## src/rtl/muldiv_seq_pkg.sv

```systemverilog
`default_nettype none
// ----------------------------------------------------------------------------
// muldiv_seq_pkg : operation codes, FSM encoding and iteration count
// Revision: 1.0
// ----------------------------------------------------------------------------
package muldiv_seq_pkg;

  localparam logic [1:0] C_MD_MULT  = 2'd0;
  localparam logic [1:0] C_MD_MULTU = 2'd1;
  localparam logic [1:0] C_MD_DIV   = 2'd2;
  localparam logic [1:0] C_MD_DIVU  = 2'd3;

  typedef enum logic [1:0] {
    ST_IDLE = 2'd0,
    ST_MUL  = 2'd1,
    ST_DIV  = 2'd2,
    ST_DONE = 2'd3
  } state_e;

  localparam int unsigned ITER_COUNT  = 32;
  localparam logic [5:0]  C_LAST_ITER = 6'(ITER_COUNT - 1);

  function automatic logic [31:0] abs32(input logic [31:0] v, input logic is_signed);
    return (is_signed && v[31]) ? (~v + 32'd1) : v;
  endfunction

endpackage
`default_nettype wire

```

## src/rtl/muldiv_seq_if.sv

```systemverilog
`default_nettype none
// ----------------------------------------------------------------------------
// muldiv_seq_if : pipeline-side request/result bundle of the HI/LO unit
// Revision: 1.0
// ----------------------------------------------------------------------------
interface muldiv_seq_if;
  logic        in_start;
  logic [1:0]  in_md_op;
  logic [31:0] in_a;
  logic [31:0] in_b;
  logic        in_hilo_read;
  logic        in_cancel;
  logic        out_busy;
  logic        out_stall;
  logic [31:0] out_hi_data;
  logic [31:0] out_lo_data;
  logic        out_hi_wena;
  logic        out_lo_wena;

  modport master (
    output in_start, in_md_op, in_a, in_b, in_hilo_read, in_cancel,
    input  out_busy, out_stall, out_hi_data, out_lo_data, out_hi_wena, out_lo_wena
  );

  modport slave (
    input  in_start, in_md_op, in_a, in_b, in_hilo_read, in_cancel,
    output out_busy, out_stall, out_hi_data, out_lo_data, out_hi_wena, out_lo_wena
  );
endinterface
`default_nettype wire

```

## src/rtl/muldiv_seq_step.sv

```systemverilog
`default_nettype none
// ----------------------------------------------------------------------------
// muldiv_step : one shift-add (multiply) or restoring-subtract (divide) step
// Revision: 1.0
// ----------------------------------------------------------------------------
module muldiv_step (
  input  logic        is_div_i,
  input  logic [31:0] hi_i,
  input  logic [31:0] lo_i,
  input  logic [31:0] opnd_i,
  output logic [31:0] hi_o,
  output logic [31:0] lo_o
);

  logic [32:0] w_sum;
  logic [32:0] w_shift;
  logic [31:0] w_rem;
  logic        w_fits;

  always_comb begin
    w_sum   = {1'b0, hi_i} + (lo_i[0] ? {1'b0, opnd_i} : 33'd0);
    w_shift = {hi_i, lo_i[31]};
    w_fits  = (w_shift >= {1'b0, opnd_i});
    // Remainder is always below the divisor, so the low 32 bits are exact.
    w_rem   = w_shift[31:0] - opnd_i;
    if (is_div_i) begin
      hi_o = w_fits ? w_rem : w_shift[31:0];
      lo_o = {lo_i[30:0], w_fits};
    end else begin
      hi_o = w_sum[32:1];
      lo_o = {w_sum[0], lo_i[31:1]};
    end
  end

endmodule
`default_nettype wire

```

## src/rtl/muldiv_seq.sv

```systemverilog
`default_nettype none
// ----------------------------------------------------------------------------
// muldiv_seq : 32-iteration sequential MULT/MULTU/DIV/DIVU unit with HI/LO writeback
// Revision: 1.0
// ----------------------------------------------------------------------------
module muldiv_seq
  import muldiv_seq_pkg::*;
(
  input  logic         in_clk,
  input  logic         in_rst,
  muldiv_seq_if.slave  bus
);

  state_e      state_q, state_d;
  logic [5:0]  cnt_q, cnt_d;
  logic [1:0]  op_q, op_d;
  logic [31:0] a_q, a_d, b_q, b_d, opnd_q, opnd_d;
  logic [31:0] hi_q, hi_d, lo_q, lo_d;
  logic [31:0] res_hi_q, res_hi_d, res_lo_q, res_lo_d;

  logic        w_accept, w_in_mul, w_in_signed, w_signed;
  logic        w_neg_res, w_neg_rem, w_last, w_is_div, w_busy;
  logic [31:0] w_mag_a, w_mag_b, w_step_hi, w_step_lo;
  logic [63:0] w_prod;

  assign w_accept    = (state_q == ST_IDLE) & bus.in_start & ~bus.in_cancel;
  assign w_in_mul    = (bus.in_md_op == C_MD_MULT) | (bus.in_md_op == C_MD_MULTU);
  assign w_in_signed = (bus.in_md_op == C_MD_MULT) | (bus.in_md_op == C_MD_DIV);
  assign w_mag_a     = abs32(bus.in_a, w_in_signed);
  assign w_mag_b     = abs32(bus.in_b, w_in_signed);
  assign w_signed    = (op_q == C_MD_MULT) | (op_q == C_MD_DIV);
  assign w_neg_res   = w_signed & (a_q[31] ^ b_q[31]);
  assign w_neg_rem   = w_signed & a_q[31];
  assign w_last      = (cnt_q == C_LAST_ITER);
  assign w_is_div    = (state_q == ST_DIV);
  assign w_prod      = {w_step_hi, w_step_lo};

  muldiv_step u_step (
    .is_div_i (w_is_div),
    .hi_i     (hi_q),
    .lo_i     (lo_q),
    .opnd_i   (opnd_q),
    .hi_o     (w_step_hi),
    .lo_o     (w_step_lo)
  );

  always_ff @(posedge in_clk or posedge in_rst) begin
    if (in_rst) state_q <= ST_IDLE;
    else        state_q <= state_d;
  end

  always_comb begin
    state_d = state_q;
    case (state_q)
      ST_IDLE: if (w_accept) state_d = w_in_mul ? ST_MUL : ST_DIV;
      ST_MUL, ST_DIV: begin
        if (bus.in_cancel)  state_d = ST_IDLE;
        else if (w_last)    state_d = ST_DONE;
      end
      ST_DONE: state_d = ST_IDLE;
      default: state_d = ST_IDLE;
    endcase
  end

  always_comb begin
    bus.out_busy    = w_busy;
    bus.out_stall   = w_busy & (bus.in_start | bus.in_hilo_read);
    bus.out_hi_wena = (state_q == ST_DONE) & ~bus.in_cancel;
    bus.out_lo_wena = (state_q == ST_DONE) & ~bus.in_cancel;
    bus.out_hi_data = res_hi_q;
    bus.out_lo_data = res_lo_q;
  end

  assign w_busy = (state_q != ST_IDLE);

  // Datapath: operands are held as magnitudes; signs are restored on the final step.
  always_comb begin
    cnt_d    = cnt_q;
    op_d     = op_q;
    a_d      = a_q;
    b_d      = b_q;
    opnd_d   = opnd_q;
    hi_d     = hi_q;
    lo_d     = lo_q;
    res_hi_d = res_hi_q;
    res_lo_d = res_lo_q;
    if (w_accept) begin
      cnt_d  = 6'd0;
      op_d   = bus.in_md_op;
      a_d    = bus.in_a;
      b_d    = bus.in_b;
      hi_d   = 32'd0;
      lo_d   = w_in_mul ? w_mag_b : w_mag_a;
      opnd_d = w_in_mul ? w_mag_a : w_mag_b;
    end else if ((state_q == ST_MUL) || (state_q == ST_DIV)) begin
      cnt_d = cnt_q + 6'd1;
      hi_d  = w_step_hi;
      lo_d  = w_step_lo;
      if (w_last && !bus.in_cancel) begin
        if (state_q == ST_MUL) begin
          {res_hi_d, res_lo_d} = w_neg_res ? (~w_prod + 64'd1) : w_prod;
        end else if (b_q == 32'd0) begin
          res_hi_d = a_q;
          res_lo_d = 32'hFFFF_FFFF;
        end else if (w_signed && (a_q == 32'h8000_0000) && (b_q == 32'hFFFF_FFFF)) begin
          res_hi_d = 32'd0;
          res_lo_d = 32'h8000_0000;
        end else begin
          res_lo_d = w_neg_res ? (~w_step_lo + 32'd1) : w_step_lo;
          res_hi_d = w_neg_rem ? (~w_step_hi + 32'd1) : w_step_hi;
        end
      end
    end
  end

  always_ff @(posedge in_clk or posedge in_rst) begin
    if (in_rst) begin
      cnt_q    <= 6'd0;
      op_q     <= 2'd0;
      a_q      <= 32'd0;
      b_q      <= 32'd0;
      opnd_q   <= 32'd0;
      hi_q     <= 32'd0;
      lo_q     <= 32'd0;
      res_hi_q <= 32'd0;
      res_lo_q <= 32'd0;
    end else begin
      cnt_q    <= cnt_d;
      op_q     <= op_d;
      a_q      <= a_d;
      b_q      <= b_d;
      opnd_q   <= opnd_d;
      hi_q     <= hi_d;
      lo_q     <= lo_d;
      res_hi_q <= res_hi_d;
      res_lo_q <= res_lo_d;
    end
  end

endmodule
`default_nettype wire

```

## src/flat_wrapper.sv

```systemverilog
// flat-port wrapper written by rule: the top's interface ports become plain ports
module muldiv_seq_flat import muldiv_seq_pkg::*;
  (in_clk, in_rst, bus_in_start, bus_in_md_op, bus_in_a, bus_in_b, bus_in_hilo_read, bus_in_cancel, bus_out_busy, bus_out_stall, bus_out_hi_data, bus_out_lo_data, bus_out_hi_wena, bus_out_lo_wena);
  muldiv_seq_if bus_i ();
  input  logic in_clk;
  input  logic in_rst;
  input wire logic [$bits(bus_i.in_start)-1:0] bus_in_start;
  input wire logic [$bits(bus_i.in_md_op)-1:0] bus_in_md_op;
  input wire logic [$bits(bus_i.in_a)-1:0] bus_in_a;
  input wire logic [$bits(bus_i.in_b)-1:0] bus_in_b;
  input wire logic [$bits(bus_i.in_hilo_read)-1:0] bus_in_hilo_read;
  input wire logic [$bits(bus_i.in_cancel)-1:0] bus_in_cancel;
  output wire logic [$bits(bus_i.out_busy)-1:0] bus_out_busy;
  output wire logic [$bits(bus_i.out_stall)-1:0] bus_out_stall;
  output wire logic [$bits(bus_i.out_hi_data)-1:0] bus_out_hi_data;
  output wire logic [$bits(bus_i.out_lo_data)-1:0] bus_out_lo_data;
  output wire logic [$bits(bus_i.out_hi_wena)-1:0] bus_out_hi_wena;
  output wire logic [$bits(bus_i.out_lo_wena)-1:0] bus_out_lo_wena;
  assign bus_i.in_start = bus_in_start;
  assign bus_i.in_md_op = bus_in_md_op;
  assign bus_i.in_a = bus_in_a;
  assign bus_i.in_b = bus_in_b;
  assign bus_i.in_hilo_read = bus_in_hilo_read;
  assign bus_i.in_cancel = bus_in_cancel;
  assign bus_out_busy = bus_i.out_busy;
  assign bus_out_stall = bus_i.out_stall;
  assign bus_out_hi_data = bus_i.out_hi_data;
  assign bus_out_lo_data = bus_i.out_lo_data;
  assign bus_out_hi_wena = bus_i.out_hi_wena;
  assign bus_out_lo_wena = bus_i.out_lo_wena;
  muldiv_seq u_core (.in_clk(in_clk), .in_rst(in_rst), .bus(bus_i));
endmodule
```

## config.mk

```make
export PLATFORM = sky130hd
export DESIGN_NAME = muldiv_seq_flat
export DESIGN_NICKNAME = d
export VERILOG_FILES = /design/src/rtl/muldiv_seq_pkg.sv /design/src/rtl/muldiv_seq_if.sv /design/src/rtl/muldiv_seq_step.sv /design/src/rtl/muldiv_seq.sv /design/src/flat_wrapper.sv
export SDC_FILE = /design/constraint.sdc
export NUM_CORES = 1
export LEC_CHECK = 0
export BUFFER_PORTS_ARGS = -buffer_cell sky130_fd_sc_hd__buf_4
export CAP_MARGIN = 20
export CORE_ASPECT_RATIO = 1.5
export CORE_UTILIZATION = 45
export CTS_BUF_LIST = sky130_fd_sc_hd__clkbuf_16
export DETAILED_ROUTE_END_ITERATION = 16
export GPL_TIMING_DRIVEN = 0
export RECOVER_POWER = 50
export SYNTH_ARGS = -nofsm -noshare
export SYNTH_HDL_FRONTEND = slang
export SYNTH_SLANG_ARGS = --single-unit
```

## constraint.sdc

```tcl
create_clock -name in_clk -period 10.1 [get_ports in_clk]
set_input_delay 0.505 -clock in_clk [delete_from_list [all_inputs] [get_ports in_clk]]
set_output_delay 0.505 -clock in_clk [all_outputs]
set_load 0.03 [all_outputs]
```

* After elaboration in Yosys (flattened, before gate mapping)
Cells that the tools add are included.
** Operators by class
- Add/subtract/negate cells :: 8
- Order comparisons :: 1
- Equal/unequal tests :: 11
- Mux-type cells :: 28
- Bitwise operators :: 18
- Reduce and logical (&&, ||, !) cells :: 16
** Operator list (number)
- 32-bit two-way mux :: 20
- 32-bit by 1-bit adder with 32-bit output, second input constant :: 4
- 32-bit inverter :: 4
- 64-bit by 1-bit adder with 64-bit output, second input constant :: 1
- 32-bit == test, second input constant :: 2
- 64-bit two-way mux :: 1
- 64-bit inverter :: 1
- 32-bit by 33-bit adder with 33-bit output :: 1
- 33-bit by 32-bit greater-or-equal comparator with 1-bit output :: 1
- 32-bit zero test :: 1
- 32-bit subtractor :: 1
- 6-bit two-way mux :: 2
- 2-bit == test, second input constant :: 4
- 2-bit two-way mux :: 4
- 6-bit by 1-bit adder with 6-bit output, second input constant :: 1
- 1-bit AND :: 6
- 6-bit by 5-bit == test with 1-bit output, second input constant :: 1
- 2-bit zero test :: 3
- 2-bit case mux with 3 select lines :: 1
- 1-bit logical AND :: 5
- 2-bit by 1-bit == test with 1-bit output, second input constant :: 2
- 1-bit bitwise OR :: 4
- 2-bit nonzero test :: 2
- 3-bit by 2-bit != test with 1-bit output, second input constant :: 1
- 8 further kinds :: 9
** Word-level totals
- Bits in registers :: 234
- Input bits :: 71
- Output and inout port bits :: 68
- Logic and storage cells :: 92

* Logic depth before layout (Yosys ltp)
Gate-level depths: netlist of the first run.
- Depth after elaboration :: 9
- Gate-level depth with buffers :: 24
- Gate-level depth less buffers :: 20

* By module
From an unflattened synthesis of the first run, not the netlist that was laid out.
** Unflattened totals
- Cell total of the unflattened synthesis :: 2298
- Area, all modules :: 18505.2 um2
** By module, submodules not included
- muldiv_seq :: instances 1, cells each 1627, area an instance 13807.0 um2, sequential area each 5830.6 um2
- muldiv_step :: instances 1, cells each 671, area an instance 4698.3 um2, sequential area each 0.0 um2

* Worst setup path before layout of the first run
No wires, ideal clock.
- Path kind :: reg-to-reg
- Start :: register u_core.state_q[0]
- End :: register u_core.res_hi_q[12], in the netlist u_core.bus.out_hi_data[12]
- Setup time :: 136 ps
- Arrival :: 5365 ps
- Data required time :: 9964 ps
- Setup slack :: 4599 ps
- Stages on the path, launching flop included :: 23
- Path buffers :: 9
- Clock period less this slack :: 5501 ps
- Path through :: dfrtp_1 inv_1 ha_1 clkbuf_1 clkbuf_1 clkbuf_1 buf_1 clkbuf_1 clkbuf_1 clkbuf_1 clkbuf_1 a21oi_1 inv_1 ha_1 o211ai_1 nor3b_1 nand2_1 nor2_1 clkbuf_1 a31oi_1 xor2_1 a222oi_1 a21oi_1
** On the way
- Cells in the longest elaborated chain, start to end :: 8
- Elaborated cells between the ends (all ways) :: 19
- Those cells by class :: add/sub (2); eq/ne (2); mux (7); bitwise (5); reduce/logical (3)
** Ends and longest elaborated chain
- from (decl) :: RTL line muldiv_seq.sv:14 : state_e state_q, state_d;
- from (signal assigned) :: RTL line muldiv_seq.sv:49 : else state_q <= state_d;
- 2-bit == test :: RTL line muldiv_seq.sv:35, muldiv_seq.sv:95
- 32-bit two-way mux :: RTL line muldiv_seq_step.sv:26 : if (is_div_i) begin
- 32-bit inverter :: RTL line muldiv_seq.sv:110 : res_hi_d = w_neg_rem ? (~w_step_hi + 32'd1) : w_step_hi;
- 32-bit by 1-bit adder with 32-bit output :: RTL line muldiv_seq.sv:110
- 32-bit two-way mux :: RTL line muldiv_seq.sv:110
- 32-bit two-way mux :: RTL line muldiv_seq.sv:105 : end else if (w_signed && (a_q == 32'h8000_0000) && (b_q == 32'hFFFF_FFFF)) begin
- 32-bit two-way mux :: RTL line muldiv_seq.sv:102 : end else if (b_q == 32'd0) begin
- 32-bit two-way mux :: RTL line muldiv_seq.sv:100 : if (state_q == ST_MUL) begin
- to (signal assigned) :: RTL line muldiv_seq.sv:135 : res_hi_q <= res_hi_d;
- to (decl) :: RTL line muldiv_seq.sv:19 : logic [31:0] res_hi_q, res_hi_d, res_lo_q, res_lo_d;
Parallel ways exist; a longest one is shown, timed or not.
A chain may end at the register's enable or synchronous reset.

* Worst setup path in the final report of the first run
- Start :: register u_core.state_q[0]
- End :: register u_core.res_hi_q[6], in the netlist u_core.bus.out_hi_data[6]
Same word-level chain as after synthesis.

==> flow_metrics.env, run 1 <==
export IMPL_place_ws_ns=-0.0562
export IMPL_r2r_end="u_core.bus.out_hi_data[6]$_DFFE_PP0P_"
export IMPL_avgSynthCellArea_sq_um=7.64
export IMPL_status="complete, but fails checks"
export IMPL_skew_ns=0.0614
export IMPL_place_area_sq_mm=0.0211
export IMPL_fin_ws_ns=0.229
export IMPL_core_area_sq_mm=0.0421
export IMPL_maxCapViolations=1
export IMPL_critPathKind="flop to flop"
export IMPL_start_util_pct=45.7
export IMPL_synth_top_area_share_pct=30.3
export IMPL_grt_max_degree=116
export IMPL_r2r_cells=21
export IMPL_clockRootBuffer="clkbuf_16"
export IMPL_syn_area_sq_mm=0.0193
export IMPL_place_congestion=1.09
export IMPL_dieWidth_um=171
export IMPL_yosysWarnings=0
export IMPL_hold_class="input port to flop"
export IMPL_vias=21134
export IMPL_max_slew_margin_pct=-339
export IMPL_slew_viol_final=116
export IMPL_fmax_mhz=101
export IMPL_drc=0
export IMPL_synth_most_common_cell="nand2_1"
export IMPL_grt_pass1_wl_mm=135
export IMPL_yosysTopAreaCell="dfrtp_1"
export IMPL_rows=92
export IMPL_fp_dieH_um=255
export IMPL_hold_path_depth=3
export IMPL_post_route_cell_area_sq_mm=0.0217
export IMPL_register_area_sq_mm=0.00583
export IMPL_yosysUniqueCellTypes=85
export IMPL_period_needed_ns=9.87
export IMPL_critPathLaunchType="flop"
export IMPL_ys_seq_area_share_pct=30.3
export IMPL_cts_buffer_depth=3
export IMPL_ant_nets=0
export IMPL_cts_setup_buffers=0
export IMPL_drt_iter0_markers=2205
export IMPL_tightest_slew_ns=6.59
export IMPL_fin_crit_sh_pct=97.7
export IMPL_wl_mm=93.6
export IMPL_area_growth_pct=12.6
export IMPL_final_cells=3275
export IMPL_drive_above_1_share_pct=5.75
export IMPL_reg2reg_from="u_core.state_q[0]$_DFFE_PP0P_"
export IMPL_async_flop_share_pct=100
export IMPL_synth_area_top_cells="dfrtp_1, nand2_1, o21ai_0"
export IMPL_synth_flop_cell="dfrtp_1"
export IMPL_hold_path_startpoint="bus_in_a[20]"
export IMPL_multi_input_area_sq_mm=0.0126
export IMPL_setup_violations=0
export IMPL_synth_edf_count=0
export IMPL_hold_viol=0
export IMPL_antenna_found_initial=7
export IMPL_ys_ff_latch=233
export IMPL_fillCellCount=4328
export IMPL_grt_pass1_vias=20436
export IMPL_crit_fanout=10
export IMPL_synth_common_cells="nand2_1, nor2_1, dfrtp_1"
export IMPL_cts_clk_slew_worst_paths_ns=0.06
export IMPL_netlist_instances=2523
export IMPL_cts_buffers=26
export IMPL_cp_required_ns=10.55
export IMPL_grt_usage_pct=42.8
export IMPL_place_inst=3232
export IMPL_cp_arrival_ns=10.32
export IMPL_r2r_slack_ns=0.23
export IMPL_violations="max-capacitance violations, max-slew violations"
export IMPL_wire_per_inst_um=28.6
export IMPL_drtPass1Iterations=9
export IMPL_dieArea_sq_mm=0.0437
export IMPL_grt_setup_unrepaired="no"
export IMPL_via_per_inst=6.45
export IMPL_cts_sinks=233
export IMPL_num_antenna_cells=0
export IMPL_numPortBuffers=138
export IMPL_cts_tree="done"
export IMPL_cts_max_level=1
export IMPL_io_pins=139
export IMPL_place_hpwl_mm=74.4
export IMPL_hold_path_end="u_core.a_q[20]$_DFFE_PP0P_"
export IMPL_overflow=0
export IMPL_syn_num_nets=2670
export IMPL_clk_insertion_delay_late_ns=0.61
export IMPL_cp_end_kind="flop"
export IMPL_fin_nets=2844
-- cells in the final DEF, fill, tap and decap left out, drive strengths merged, types with 8 or more instances in the layout --
cell    count
nor3b       8
and3       18
o21ai     193
and2       43
nand3      37
a221oi     12
nor4       35
dfrtp     233
nor2      240
clkbuf    215
xor2       77
buf       113
or4         8
inv        76
a211oi     37
o31ai      24
clkinv     10
a211o      11
nand2b     18
or2        10
o211ai     55
o31a        9
o21a       17
a31oi      50
a21o       29
a222oi     11
a21oi     163
mux2        8
ha         74
or3        24
nor2b      29
nand4      33
nand2     433
a311oi     11
nor3       59
xnor2      83
o22a       27
mux2i      67
-- state kept, by name (all words and copies together), names as in the netlist --
register	count
u_core.op_q	1
u_core.hi_q	32
u_core.cnt_q	6
u_core.lo_q	32
u_core.bus.out_lo_data	32
u_core.a_q	32
u_core.b_q	32
u_core.state_q	2
u_core.bus.out_hi_data	32
u_core.opnd_q	32
-- cells by family after synthesis --
logic type,after synthesis,synth area share [%]
adder cells (fa/ha/maj),76,5.01
AND/OR/NAND/NOR,1020,24.2
buffers and inverters,232,4.64
multiplexers,75,3.95
XOR/XNOR,160,7.27
AO/OA/AOI/OAI,727,24.6
flip-flops,233,30.3
-- per-stage QoR --
stage,hold WS (ns),util [%],TNS [ns]
detailed placement,0.431,50.1,-0.179
finish,0.150,51.5,0
floorplan,0.459,-,0
global placement,0.469,49.9,0
CTS,0.144,52.1,0
global route,0.165,51.5,0
-- worst max-delay path, cell delays in order (launching register included) --
cell and delay [ns]:
dfrtp_1 0.40, inv_1 0.13, ha_1 0.72, clkbuf_1 0.57
clkbuf_1 0.69, buf_1 0.76, clkbuf_1 0.72, clkbuf_2 0.56
clkbuf_2 0.54, clkbuf_1 0.65, a21oi_1 0.43, inv_1 0.14
ha_1 0.19, o211ai_1 0.17, nor3b_1 0.63, nand2_1 0.29
nor2_1 0.45, clkbuf_1 0.61, a21oi_1 0.17, xor2_1 0.18
a222oi_1 0.53, o21ai_0 0.21
-- area by class of cell --
cell class,instances,area share (%)
plain buffers,156,2.82
clock buffers,26,3.00
clock inverters,16,0.761
inverters,75,1.30
multi-input cells,2058,57.9
flip-flops and latches,233,26.9
well taps,564,3.25
repair buffers,147,4.10
-- per-layer routing --
layer	routed length [um]	part of all wire, %	track usage (%)	up-vias
li1	-	-	-	9433
met1	32500	35	46.6	10131
met2	43300	46	69.5	1168
met3	7910	8.5	9.62	394
met4	9830	10	37.4	8
met5	54	0.058	0	-
-- how the worst max path moves through the flow --
| stage | startpoint | depth (start not counted) | end |
|---|---|---|---|
| 2_1_floorplan | in_rst | 1 | u_core.a_q[0]$_DFFE_PP0P_ |
| 3_3_place_gp | u_core.state_q[0]$_DFFE_PP0P_ | 22 | u_core.bus.out_hi_data[10]$_DFFE_PP0P_ |
| 3_5_place_dp | u_core.state_q[0]$_DFFE_PP0P_ | 22 | u_core.bus.out_hi_data[6]$_DFFE_PP0P_ |
| 4_1_cts | u_core.state_q[0]$_DFFE_PP0P_ | 22 | u_core.bus.out_hi_data[6]$_DFFE_PP0P_ |
| 5_1_grt | u_core.state_q[0]$_DFFE_PP0P_ | 21 | u_core.bus.out_hi_data[10]$_DFFE_PP0P_ |
| 6_report | u_core.state_q[0]$_DFFE_PP0P_ | 21 | u_core.bus.out_hi_data[6]$_DFFE_PP0P_ |
-- timing repair --
action	in CTS	in global routing
endpoints found under the hold margin	15	0
setup endpoints to repair	3	12
cloned	0	0
hold buffers	1	0
gates resized for setup	1	3
Power of run 1 is not shown: default switching activity piles up to over one toggle a cycle in this logic, so the estimate is an artifact.
==> inputs of run 2 (changes only) <==
Settings changed: BUFFER_PORTS_ARGS -buffer_cell sky130_fd_sc_hd__buf_4 to -buffer_cell sky130_fd_sc_hd__buf_2.
==> flow_metrics.env, run 2 (synthesis results as in run 1) <==
export IMPL_status="complete, but fails checks"
export IMPL_violations="max-capacitance violations, max-slew violations"
export IMPL_dieWidth_um=171
export IMPL_rows=92
export IMPL_vias=21291
export IMPL_tns_ns=0
export IMPL_cts_max_level=1
export IMPL_place_ws_ns=-0.436
export IMPL_grt_pass1_vias=20909
export IMPL_wire_per_inst_um=28.1
export IMPL_cp_required_ns=10.54
export IMPL_fmax_mhz=101
export IMPL_skew_ns=0.0334
export IMPL_cts_buffer_depth=3
export IMPL_cts_sinks=233
export IMPL_drc=0
export IMPL_cts_buffers=27
export IMPL_setup_violations=0
export IMPL_grt_pass1_wl_mm=136
export IMPL_tightest_slew_ns=5.49
export IMPL_fin_nets=2844
export IMPL_place_inst=3231
export IMPL_numPortBuffers=138
export IMPL_cts_setup_buffers=0
export IMPL_critPathLaunchType="flop"
export IMPL_clockRootBuffer="clkbuf_16"
export IMPL_holdWs_ns=0.173
export IMPL_start_util_pct=45.7
export IMPL_antenna_found_initial=2
export IMPL_final_cells=3284
export IMPL_drive_above_1_share_pct=6.95
export IMPL_max_slew_margin_pct=-268
export IMPL_place_congestion=1.06
export IMPL_cp_end_kind="flop"
export IMPL_area_growth_pct=12.2
export IMPL_core_area_sq_mm=0.0421
export IMPL_wl_mm=92.2
export IMPL_dieArea_sq_mm=0.0437
export IMPL_grt_setup_unrepaired="no"
export IMPL_fin_crit_sh_pct=97.8
export IMPL_hold_class="input port to flop"
export IMPL_fin_ws_ns=0.224
export IMPL_crit_fanout=19
export IMPL_grt_usage_pct=42.6
export IMPL_cts_clk_slew_worst_paths_ns=0.07
export IMPL_overflow=0
export IMPL_slew_viol_final=236
export IMPL_drtPass1Iterations=9
export IMPL_grt_max_degree=121
export IMPL_drt_iter0_markers=2068
export IMPL_ant_nets=0
export IMPL_place_hpwl_mm=73.0
export IMPL_cp_arrival_ns=10.32
export IMPL_maxCapViolations=2
export IMPL_mostFrequentLayoutCell="nand2_1"
export IMPL_via_per_inst=6.48
export IMPL_critPathKind="flop to flop"
export IMPL_clk_insertion_delay_late_ns=0.60
export IMPL_fp_dieH_um=255
export IMPL_final_cell_mix="nand2_1, nor2_1, dfrtp_1, o21ai_0, a21oi_1"
export IMPL_period_needed_ns=9.88
export IMPL_cts_tree="done"
export IMPL_io_pins=139
export IMPL_hold_viol=0
-- run 2: cell types whose count changed in the layout (fill, tap and decap cells not counted), moves of 2 or more --
cell,change
buf_2,+103
diode_2,+2
clkbuf_1,-31
clkinv_1,+2
buf_4,-71
bufinv_16,+2
-- run 2: cell type report --
type	count	area (sq um)
fillers	4290	20500
well taps	564	706
multi-input cells	2058	12500
clock inverters	23	243
flip-flops and latches	233	5830
plain buffers	156	617
clock buffers	27	676
inverters	75	283
diodes	2	5.00
repair buffers	146	704
-- run 2: worst paths after layout --
kind	slack, ns	cells after the start	end	start
min in group asynchronous	1.62	2	u_core.b_q[4]$_DFFE_PP0P_	in_rst
worst min register to register	0.48	2	u_core.bus.out_lo_data[0]$_DFFE_PP0P_	u_core.bus.out_lo_data[0]$_DFFE_PP0P_
worst max register to register	0.22	21	u_core.bus.out_hi_data[4]$_DFFE_PP0P_	u_core.state_q[0]$_DFFE_PP0P_
max in group asynchronous	1.89	3	u_core.bus.out_hi_data[23]$_DFFE_PP0P_	in_rst
worst min-delay path	0.17	3	u_core.a_q[27]$_DFFE_PP0P_	bus_in_a[27]
worst max-delay path	0.22	21	u_core.bus.out_hi_data[4]$_DFFE_PP0P_	u_core.state_q[0]$_DFFE_PP0P_
-- run 2: layer usage --
layer	vias to the layer above	share of wire, %	routed length, um	global-route usage [%]
met2	1193	46	42200	68.4
met3	391	7.4	6810	6.78
met5	-	0	0	0
met1	10252	36	32900	48.0
li1	9455	-	-	-
met4	0	11	10200	39.0
-- run 2: stage by stage --
stage | instance area, sq um | utilization [%]
final | 21600 | 51.3
after global routing | 21600 | 51.3
after detailed placement | 20700 | 49.2
after global placement | 20700 | 49.0
after CTS | 21700 | 51.4
after floorplan | 19300 | -
-- run 2: critical path, stage by stage, from the launching register on --
cell and delay, ns:
dfrtp_1 0.41, inv_1 0.13, ha_1 0.17, clkbuf_1 0.67, clkbuf_1 0.75, clkbuf_2 0.75
clkbuf_1 0.78, clkdlybuf4s15_1 0.88, clkbuf_2 0.62, clkbuf_1 0.65, a21oi_1 0.32, inv_1 0.12
ha_1 0.21, o211ai_1 0.17, nor3b_1 0.57, nand2_1 0.30, nor2_1 0.46, clkbuf_1 0.58
a21oi_1 0.18, xnor2_1 0.17, a222oi_1 0.64, o21ai_0 0.17
-- run 2: repair_timing --
action	4_1_cts	5_1_grt
setup endpoints to repair	11	5
hold buffers	0	0
resized for setup	2	2
Power of run 2 is left out for the same reason.
